==> src/rtl/dest_to_user.sv <==
`default_nettype none
// ============================================================================
// Module   : dest_to_user
// Purpose  : Two-entry AXI-Stream register slice (main + skid) that carries
//            the input tdest through as the output tuser sideband. It tracks
//            frames on the input side, flags a tdest change inside a frame,
//            and counts completed output frames.
// Ports    : clk, rst               - single clock, synchronous active-high reset
//            s_axis_tdata/tvalid/tready/tlast/tdest - 8-bit input stream
//            m_axis_tdata/tvalid/tready/tlast/tuser - 8-bit output stream
//            frame_cnt      - completed output frames, 16-bit wrapping
//            dest_mismatch  - sticky flag: tdest changed within an input frame
// Config   : DEST_TO_USER_FRAME_LOCK_EN - when defined, every beat of a frame
//            carries the first beat's tdest on tuser; otherwise each beat
//            carries its own tdest.
// Revision : 1.0 - initial release
// ============================================================================
module dest_to_user (
  input  logic        clk,
  input  logic        rst,
  input  logic [7:0]  s_axis_tdata,
  input  logic        s_axis_tvalid,
  output logic        s_axis_tready,
  input  logic        s_axis_tlast,
  input  logic [1:0]  s_axis_tdest,
  output logic [7:0]  m_axis_tdata,
  output logic        m_axis_tvalid,
  input  logic        m_axis_tready,
  output logic        m_axis_tlast,
  output logic [1:0]  m_axis_tuser,
  output logic [15:0] frame_cnt,
  output logic        dest_mismatch
);

  typedef enum logic [0:0] {
    IDLE     = 1'b0,
    IN_FRAME = 1'b1
  } frame_state_t;

  frame_state_t frame_state;
  logic [1:0]   frame_dest;

  // Main register drives the m_axis outputs directly.
  logic       main_valid;
  logic [7:0] main_data;
  logic       main_last;
  logic [1:0] main_user;

  // Skid register catches the one beat accepted while main is stalled.
  logic       skid_valid;
  logic [7:0] skid_data;
  logic       skid_last;
  logic [1:0] skid_user;

  logic       accept;
  logic       main_free;
  logic [1:0] in_user;

  assign accept    = s_axis_tvalid & s_axis_tready;
  // Main can take a new beat when it is empty or is being drained this edge.
  assign main_free = ~main_valid | m_axis_tready;

`ifdef DEST_TO_USER_FRAME_LOCK_EN
  // First beat of a frame has not been latched yet, so use its own tdest.
  assign in_user = (frame_state == IDLE) ? s_axis_tdest : frame_dest;
`else
  assign in_user = s_axis_tdest;
`endif

  assign m_axis_tvalid = main_valid;
  assign m_axis_tdata  = main_data;
  assign m_axis_tlast  = main_last;
  assign m_axis_tuser  = main_user;

  always_ff @(posedge clk) begin
    if (rst) begin
      main_valid    <= 1'b0;
      main_data     <= 8'd0;
      main_last     <= 1'b0;
      main_user     <= 2'd0;
      skid_valid    <= 1'b0;
      skid_data     <= 8'd0;
      skid_last     <= 1'b0;
      skid_user     <= 2'd0;
      s_axis_tready <= 1'b0;
    end else if (main_free) begin
      // s_axis_tready is low whenever skid is occupied, so accept and a
      // skid-to-main transfer never coincide.
      s_axis_tready <= 1'b1;
      if (skid_valid) begin
        main_valid <= 1'b1;
        main_data  <= skid_data;
        main_last  <= skid_last;
        main_user  <= skid_user;
        skid_valid <= 1'b0;
      end else if (accept) begin
        main_valid <= 1'b1;
        main_data  <= s_axis_tdata;
        main_last  <= s_axis_tlast;
        main_user  <= in_user;
      end else begin
        main_valid <= 1'b0;
      end
    end else if (accept) begin
      skid_valid    <= 1'b1;
      skid_data     <= s_axis_tdata;
      skid_last     <= s_axis_tlast;
      skid_user     <= in_user;
      s_axis_tready <= 1'b0;
    end else begin
      s_axis_tready <= ~skid_valid;
    end
  end

  always_ff @(posedge clk) begin
    if (rst) begin
      frame_cnt <= 16'd0;
    end else if (main_valid && m_axis_tready && main_last) begin
      frame_cnt <= frame_cnt + 16'd1;
    end
  end

  always_ff @(posedge clk) begin
    if (rst) begin
      frame_state   <= IDLE;
      frame_dest    <= 2'd0;
      dest_mismatch <= 1'b0;
    end else if (accept) begin
      case (frame_state)
        IDLE: begin
          frame_dest <= s_axis_tdest;
          if (!s_axis_tlast) begin
            frame_state <= IN_FRAME;
          end
        end
        IN_FRAME: begin
          if (s_axis_tdest != frame_dest) begin
            dest_mismatch <= 1'b1;
          end
          if (s_axis_tlast) begin
            frame_state <= IDLE;
          end
        end
        default: frame_state <= IDLE;
      endcase
    end
  end

endmodule
`default_nettype wire

==> config.mk <==
export PLATFORM = sky130hd
export DESIGN_NAME = dest_to_user
export DESIGN_NICKNAME = d
export VERILOG_FILES = /design/src/rtl/dest_to_user.sv
export SDC_FILE = /design/constraint.sdc
export NUM_CORES = 1
export LEC_CHECK = 0
export ABC_AREA = 1
export BUFFER_PORTS_ARGS = -buffer_cell sky130_fd_sc_hd__buf_2
export CAP_MARGIN = 10
export CORE_MARGIN = 2
export CORE_UTILIZATION = 48
export DETAILED_ROUTE_END_ITERATION = 10
export PLACE_DENSITY = 0.75
export SLEW_MARGIN = 5
export SYNTH_ARGS = -nofsm -noshare
export SYNTH_HDL_FRONTEND = slang
export SYNTH_SLANG_ARGS = --single-unit
export TNS_END_PERCENT = 5
==> constraint.sdc <==
create_clock -name clk -period 1.5 [get_ports clk]
set_clock_uncertainty 0.2 [all_clocks]
set_input_delay 0.075 -clock clk [delete_from_list [all_inputs] [get_ports clk]]
set_output_delay 0.075 -clock clk [all_outputs]
set_load 0.005 [all_outputs]
Yosys cells after proc, flatten, opt, wreduce, memory -nomap -nowiden. Index checks and enable logic that the tools add are counted.

Bits in registers: 45. Bits of input ports: 15.

$add $sub $neg: 1. Equal/unequal tests: 1. Mux-type cells: 11. Bitwise logic cells: 6. Reductions and logical operators: 8.

Operator list (count): adder 16 x 1 -> 16 bit (second input constant) (1); two-way mux 8 bit (2); two-way mux 1 bit (7); AND reduction 2 bit (3); two-way mux 2 bit (2); NOT 1 bit (4); AND reduction 3 bit (1); logical AND 1 bit (2); != test 2 bit (1); nonzero test 2 bit (1); OR reduction 2 bit (1); AND 1 bit (1); bitwise OR 1 bit (1).

Logic depth before layout (Yosys ltp). Gate-level depths: netlist of the first run.

Depth in word-level cells: 4. Depth in mapped cells: 8. Mapped depth without buffers: 8.

Worst setup path after synthesis of the first run. OpenSTA, ideal clock, no wires.

Kind: flip-flop to flip-flop. From: register frame_cnt[0]. To: register frame_cnt[8]. Setup time: 0.113 ns. Arrival: 1.157 ns. Data required time: 1.187 ns. Path slack: 0.030 ns. Stages on the path, launching flop included: 7. Buffers on the path: 0. Clock period less this slack: 1.470 ns. Cells stage by stage: dfxtp_1 > ha_1 > nand4_1 > nor2_4 > nand2_1 > o21ai_1 > nor2_1.

Word-level cells in the longest chain between the ends: 1.

RTL lines: start: declaration (RTL line 31) `output logic [15:0] frame_cnt,`; start signal: assignment (RTL line 119) `frame_cnt <= frame_cnt + 16'd1;`; adder 16 x 1 -> 16 bit (RTL line 119).

Every way passes these cells. A chain may end at the register's enable or synchronous reset.

Worst setup path in the final report of the first run.
From: register frame_cnt[0]. To: register frame_cnt[10].

Same word-level chain as after synthesis.

==> results of run 1 <==
-- final timing paths --
kind	startpoint	to	slack, ns	depth (start not counted)
setup reg to reg	frame_cnt[0]	frame_cnt[10]	-0.008	7
hold reg to reg	dest_mismatch	dest_mismatch	0.26	2
hold / removal	m_axis_tready	m_axis_tvalid	-0.06	4
setup / recovery	frame_cnt[0]	frame_cnt[10]	-0.008	7
-- cells in the mapped netlist (2+ instances only) --
cell	count
xnor2_1	2
nand4_1	3
nand3_1	12
nor3_1	5
inv_1	36
o21ai_0	36
buf_2	5
nand2_1	49
inv_2	3
nor2_1	46
nor2_4	2
clkbuf_1	3
a21oi_1	23
nand2_2	2
dfxtp_1	45
o21ai_1	3
-- worst reg2reg max path, delay by kind of cell (launching register included) --
| family | cells | cell delay (ns) |
|---|---|---|
| and+or+nand+nor | 6 | 0.75 |
| DFF | 1 | 0.37 |
| adders and majority gates | 1 | 0.13 |
-- kinds of logic (layout without fill, tap and decap cells) --
group / Yosys count / in the layout / synth area share [%]
XOR/XNOR: 2 / 2 / 0.887
adder cells (fa/ha/maj): 1 / 1 / 0.634
buffers and inverters: 50 / 118 / 10.2
flip-flops: 45 / 45 / 45.6
AO/OA/AOI/OAI: 64 / 64 / 16.4
AND/OR/NAND/NOR: 122 / 122 / 26.2
-- per-layer routing --
| metal | GRT usage (%) | share of wire [%] | up-vias |
|---|---|---|---|
| met1 | 25.1 | 46 | 873 |
| met3 | 5.43 | 4.6 | 6 |
| met5 | 0 | 0 | - |
| met4 | 6.75 | 1.3 | 0 |
| met2 | 34.7 | 48 | 47 |
| li1 | - | - | 1036 |
-- cell type report --
| class | count | share of cell area [%] |
|---|---|---|
| inverters | 40 | 5.82 |
| clock inverters | 1 | 0.194 |
| well taps | 50 | 2.42 |
| flip-flops and latches | 45 | 35.3 |
| clock buffers | 7 | 3.73 |
| multi-input cells | 189 | 35.1 |
| repair buffers | 70 | 17.4 |
-- per-stage QoR --
step | cells | utilization, % | setup slack (ns) | setup TNS (ns)
2_1_floorplan | 284 | - | 0.0295 | 0
3_3_place_gp | 380 | 57.8 | 0.0629 | 0
3_5_place_dp | 380 | 57.8 | 0.0161 | 0
4_1_cts | 401 | 63.6 | 0.00859 | 0
5_1_grt | 402 | 65.0 | -0.132 | -0.742
6_report | 402 | 65.0 | -0.00750 | -0.00750
-- placed cells by master, fill, tap and decap left out, types with 2 or more instances in the layout --
cell,instances
a21oi_1,23
buf_2,44
buf_4,13
clkbuf_8,7
dfxtp_1,40
dfxtp_2,3
dfxtp_4,2
dlygate4sd3_1,13
inv_1,36
inv_2,3
nand2_1,47
nand2_2,4
nand3_1,10
nand3_2,2
nand4_1,3
nor2_1,45
nor2_2,2
nor2_4,2
nor3_1,4
o21ai_0,36
o21ai_1,3
xnor2_1,2
-- registers in the layout, summed over array words and instances, names as in the netlist --
register,cells
frame_cnt,16
m_axis_tdata,8
skid_data,8
frame_dest,2
m_axis_tuser,2
skid_user,2
dest_mismatch,1
frame_state,1
m_axis_tlast,1
m_axis_tvalid,1
s_axis_tready,1
skid_last,1
skid_valid,1
-- report_power, final --
part	switching, mW	leakage (nW)	internal, mW
Clock	0.411	0.0542	0.417
Sequential	0.0218	0.369	1.23
Combinational	0.108	0.799	0.0995
Total	0.541	1.22	1.74
-- timing repair --
| item | in CTS | in global routing |
|---|---|---|
| buffers inserted | 0 | 1 |
| setup endpoints to repair | 0 | 30 |
| resized for setup | 0 | 15 |
| hold endpoints to repair | 25 | 2 |
==> impl_metrics.tcl, run 1 <==
set metrics [dict create \
    min_path_type "in -> reg" \
    clkLatencyLatePin_ns 0.30 \
    io_pins 45 \
    drt-pass1-iter-count 4 \
    synth_edf_count 0 \
    setup_violations 1 \
    cts-root-buf "clkbuf_8" \
    routed_wl_um 4520 \
    path_cells "ha_4, nand4_1, nor2_4, nand2_2, nand2_1, nand2_1, nor2_1" \
    cts_buffers 5 \
    vias 1962 \
    critPathRequiredTime_ns 1.54 \
    grt_max_degree 26 \
    antenna_found_initial 0 \
    grt_first_pass_wirelength_um 7160 \
    synth_seq_cells 45 \
    cp_max_fo 8 \
    cts_tree "done" \
    seq_area_um2 912 \
    syn-cell-area_um2 1970 \
    syn_nets 300 \
    ys_types 25 \
    clkTransAtPathRegs_ns 0.08 \
    track_usage_pct 20.5 \
    die_w_um 68.1 \
    io_buffers 44 \
    period_share_pct 101 \
    critPathKind "reg -> reg" \
    postPlaceCellArea_um2 2300 \
    clkSinkCount 45 \
    total_power_mw 2.28 \
    max_clock_freq_mhz 663 \
    critPathBufInv 0 \
    finalCriticalPeriod_ns 1.51 \
    overflow 0 \
    slowest_delay_ns 0.37 \
    avgSynthCellArea_um2 6.95 \
    die_h_um 68.1 \
    area_growth_pct 30.7 \
    rsz0062_at_grt "yes" \
    wl_per_cell_um 11.2 \
    final_area_um2 2580 \
    drc 0 \
    fillCellCount 384 \
    viasPerCell 4.88 \
    fin_ws_ns -0.00750 \
    crit_slowest_cell "dfxtp_4" \
    finalHoldViolCount 2 \
    nNetsFinal 367 \
    cp_top_family "simple AND/OR/NAND/NOR gates" \
    syn_inst 284 \
    leakage_nw 1.22 \
    yosysWarningCount 0 \
    ys_top_cells_by_area "dfxtp_1 46%, nand2_1 9.3%, o21ai_0 9.1%, nor2_1 8.7%, inv_1 6.8%" \
    fin_hold_ws_ns -0.0629 \
    ys_seq_area_share_pct 45.6 \
    grt_pass1_vias 1685 \
    synth_top_area_share_pct 45.6 \
    die_area_um2 4640 \
    clk_path_buf_depth 2 \
    crit_path_start_kind "register" \
    synth_top_cell_by_area "dfxtp_1" \
    arrival_ns 1.55 \
    core_um2 3970 \
    dpl.hpwl_um 3090 \
    maxCapViolations 0 \
    maxSlewHeadroom_pct 77.2 \
    cts-htree-levels 2 \
    n_antenna_cell 0 \
    cts_hold_buf 13 \
    tightestPinTransition_ns 0.342 \
    initial_utilization_pct 49.7 \
    async_flop_share_pct 0 \
    ant_nets 0 \
    num_rows 23 \
    cp_common_cell "nand2_1" \
    crit_path_end_kind "register" \
    drt-initial-drc-count 85 \
    status "finished, violations left" \
    power_density_nw_per_um2 885 \
    drive_gt1_share_pct 24.4 \
    multi_input_comb_area_um2 907 \
    synth_ff_type "dfxtp_1" \
    violations "negative hold slack, negative setup slack" \
    ir_drop_uv 776 \
    maxSlewViolCount 0 \
    gp_congestion 0.759 \
]
Power figures use the tool's default switching activity.
==> run 2: changes to the inputs <==
--- a/config.mk
+++ b/config.mk
@@ -10,10 +10,11 @@
 export CAP_MARGIN = 10
 export CORE_MARGIN = 2
 export CORE_UTILIZATION = 48
+export CTS_CLUSTER_SIZE = 28
 export DETAILED_ROUTE_END_ITERATION = 10
 export PLACE_DENSITY = 0.75
 export SLEW_MARGIN = 5
 export SYNTH_ARGS = -nofsm -noshare
 export SYNTH_HDL_FRONTEND = slang
 export SYNTH_SLANG_ARGS = --single-unit
-export TNS_END_PERCENT = 5
+export TNS_END_PERCENT = 20
==> impl_metrics.tcl, run 2 (synthesis results as in run 1) <==
set metrics [dict create \
    path_cells "ha_4, nand4_1, nor2_4, nand2_2, nand2_1, nand2_1, nor2_1" \
    cts_hold_buf 13 \
    cts-root-buf "clkbuf_8" \
    rsz0062_at_grt "yes" \
    vias 1983 \
    area_growth_pct 31.1 \
    critPathBufInv 0 \
    antenna_found_initial 0 \
    drc 0 \
    period_share_pct 102 \
    layout_common_cells "47 x nand2_1, 45 x nor2_1, 44 x buf_2, 40 x dfxtp_1" \
    routed_wl_um 4570 \
    ant_nets 0 \
    initial_utilization_pct 49.7 \
    min_path_type "in -> reg" \
    cts_buffers 5 \
    num_rows 23 \
    power_density_nw_per_um2 882 \
    critPathKind "reg -> reg" \
    top_register "frame_cnt" \
    track_usage_pct 20.5 \
    die_h_um 68.1 \
    die_area_um2 4640 \
    io_pins 45 \
    grt_first_pass_wirelength_um 7160 \
    crit_path_end_kind "register" \
    maxCapViolations 0 \
    crit_path_start_kind "register" \
    clkSinkCount 45 \
    drive_gt1_share_pct 24.6 \
    tightestPinTransition_ns 0.342 \
    overflow 0 \
    violations "negative hold slack, negative setup slack" \
    maxSlewHeadroom_pct 77.2 \
    status "finished, violations left" \
    cts-htree-levels 2 \
    critPathRequiredTime_ns 1.54 \
    final_area_um2 2590 \
    cts_tree "done" \
    cp_top_family "simple AND/OR/NAND/NOR gates" \
    leakage_nw 1.23 \
    core_um2 3970 \
    clkTransAtPathRegs_ns 0.08 \
    grt_max_degree 26 \
    viasPerCell 4.92 \
    nNetsFinal 368 \
    io_buffers 44 \
    wl_per_cell_um 11.3 \
    n_antenna_cell 0 \
    finalHoldViolCount 2 \
    ir_drop_uv 776 \
    fin_hold_ws_ns -0.0587 \
    dp_slack_ns 0.0161 \
    clkLatencyLatePin_ns 0.30 \
    slowest_delay_ns 0.37 \
    fillCellCount 383 \
    crit_slowest_cell "dfxtp_4" \
    multi_input_comb_area_um2 907 \
    fin_ws_ns -0.0233 \
    grt_pass1_vias 1685 \
    clk_path_buf_depth 2 \
    drt-pass1-iter-count 4 \
    setup_violations 5 \
    gp_congestion 0.759 \
    postPlaceCellArea_um2 2300 \
    finalCriticalPeriod_ns 1.52 \
    cp_max_fo 8 \
    cp_common_cell "nand2_1" \
    final_common_cell "nand2_1" \
    seq_area_um2 912 \
    maxSlewViolCount 0 \
    drt-initial-drc-count 106 \
    die_w_um 68.1 \
    arrival_ns 1.56 \
    max_clock_freq_mhz 656 \
    largest_reg_flops 16 \
    dpl.hpwl_um 3090 \
    setup_tns_ns -0.0550 \
]
run 2: what timing repair did:
action                                 in CTS  in global routing
setup endpoints to repair                   0                 30
buffers inserted                            0                  2
gates resized for setup                     0                 15
endpoints found under the hold margin      25                  2
run 2: worst min-delay path: cells and delay by family:
family / cells / cell delay (ns)
AO/OA/AOI/OAI: 1 / 0.07
AND/OR/NAND/NOR: 1 / 0.09
buffers and inverters: 2 / 0.18
run 2: area by class of cell:
| class | count | area share (%) |
|---|---|---|
| Clock inverter | 1 | 0.193 |
| Clock buffer | 7 | 3.72 |
| Inverter | 40 | 5.80 |
| Tap cell | 50 | 2.42 |
| Multi-Input combinational cell | 189 | 35.0 |
| Timing Repair Buffer | 71 | 17.6 |
| Sequential cell | 45 | 35.2 |
run 2: where the power goes:
part	leakage, nW	switching [mW]	internal, mW
combinational	0.805	0.108	0.0995
clock	0.0542	0.411	0.417
sequential	0.369	0.0217	1.23
total	1.23	0.540	1.74
run 2: worst paths after layout:
path / slack, ns / endpoint / cells past startpoint / from
setup / recovery: -0.02 / frame_cnt[10] / 7 / frame_cnt[0]
hold / removal: -0.06 / m_axis_tvalid / 4 / m_axis_tready
setup reg to reg: -0.02 / frame_cnt[10] / 7 / frame_cnt[0]
hold reg to reg: 0.26 / dest_mismatch / 2 / dest_mismatch
run 2: through the flow:
stage / util (%) / instances / total power [mW]
floorplan: - / 284 / 1.39
global placement: 57.8 / 380 / 1.46
detailed placement: 57.8 / 380 / 1.46
CTS: 63.6 / 401 / 2.31
global route: 65.2 / 403 / 2.37
finish: 65.2 / 403 / 2.28
run 2: per-layer routing:
metal | vias up | wire (µm) | GRT usage (%)
met4 | 0 | 60 | 6.75
met5 | - | 0 | 0
met2 | 51 | 2230 | 34.7
li1 | 1037 | - | -
met3 | 6 | 235 | 5.43
met1 | 889 | 2050 | 25.1
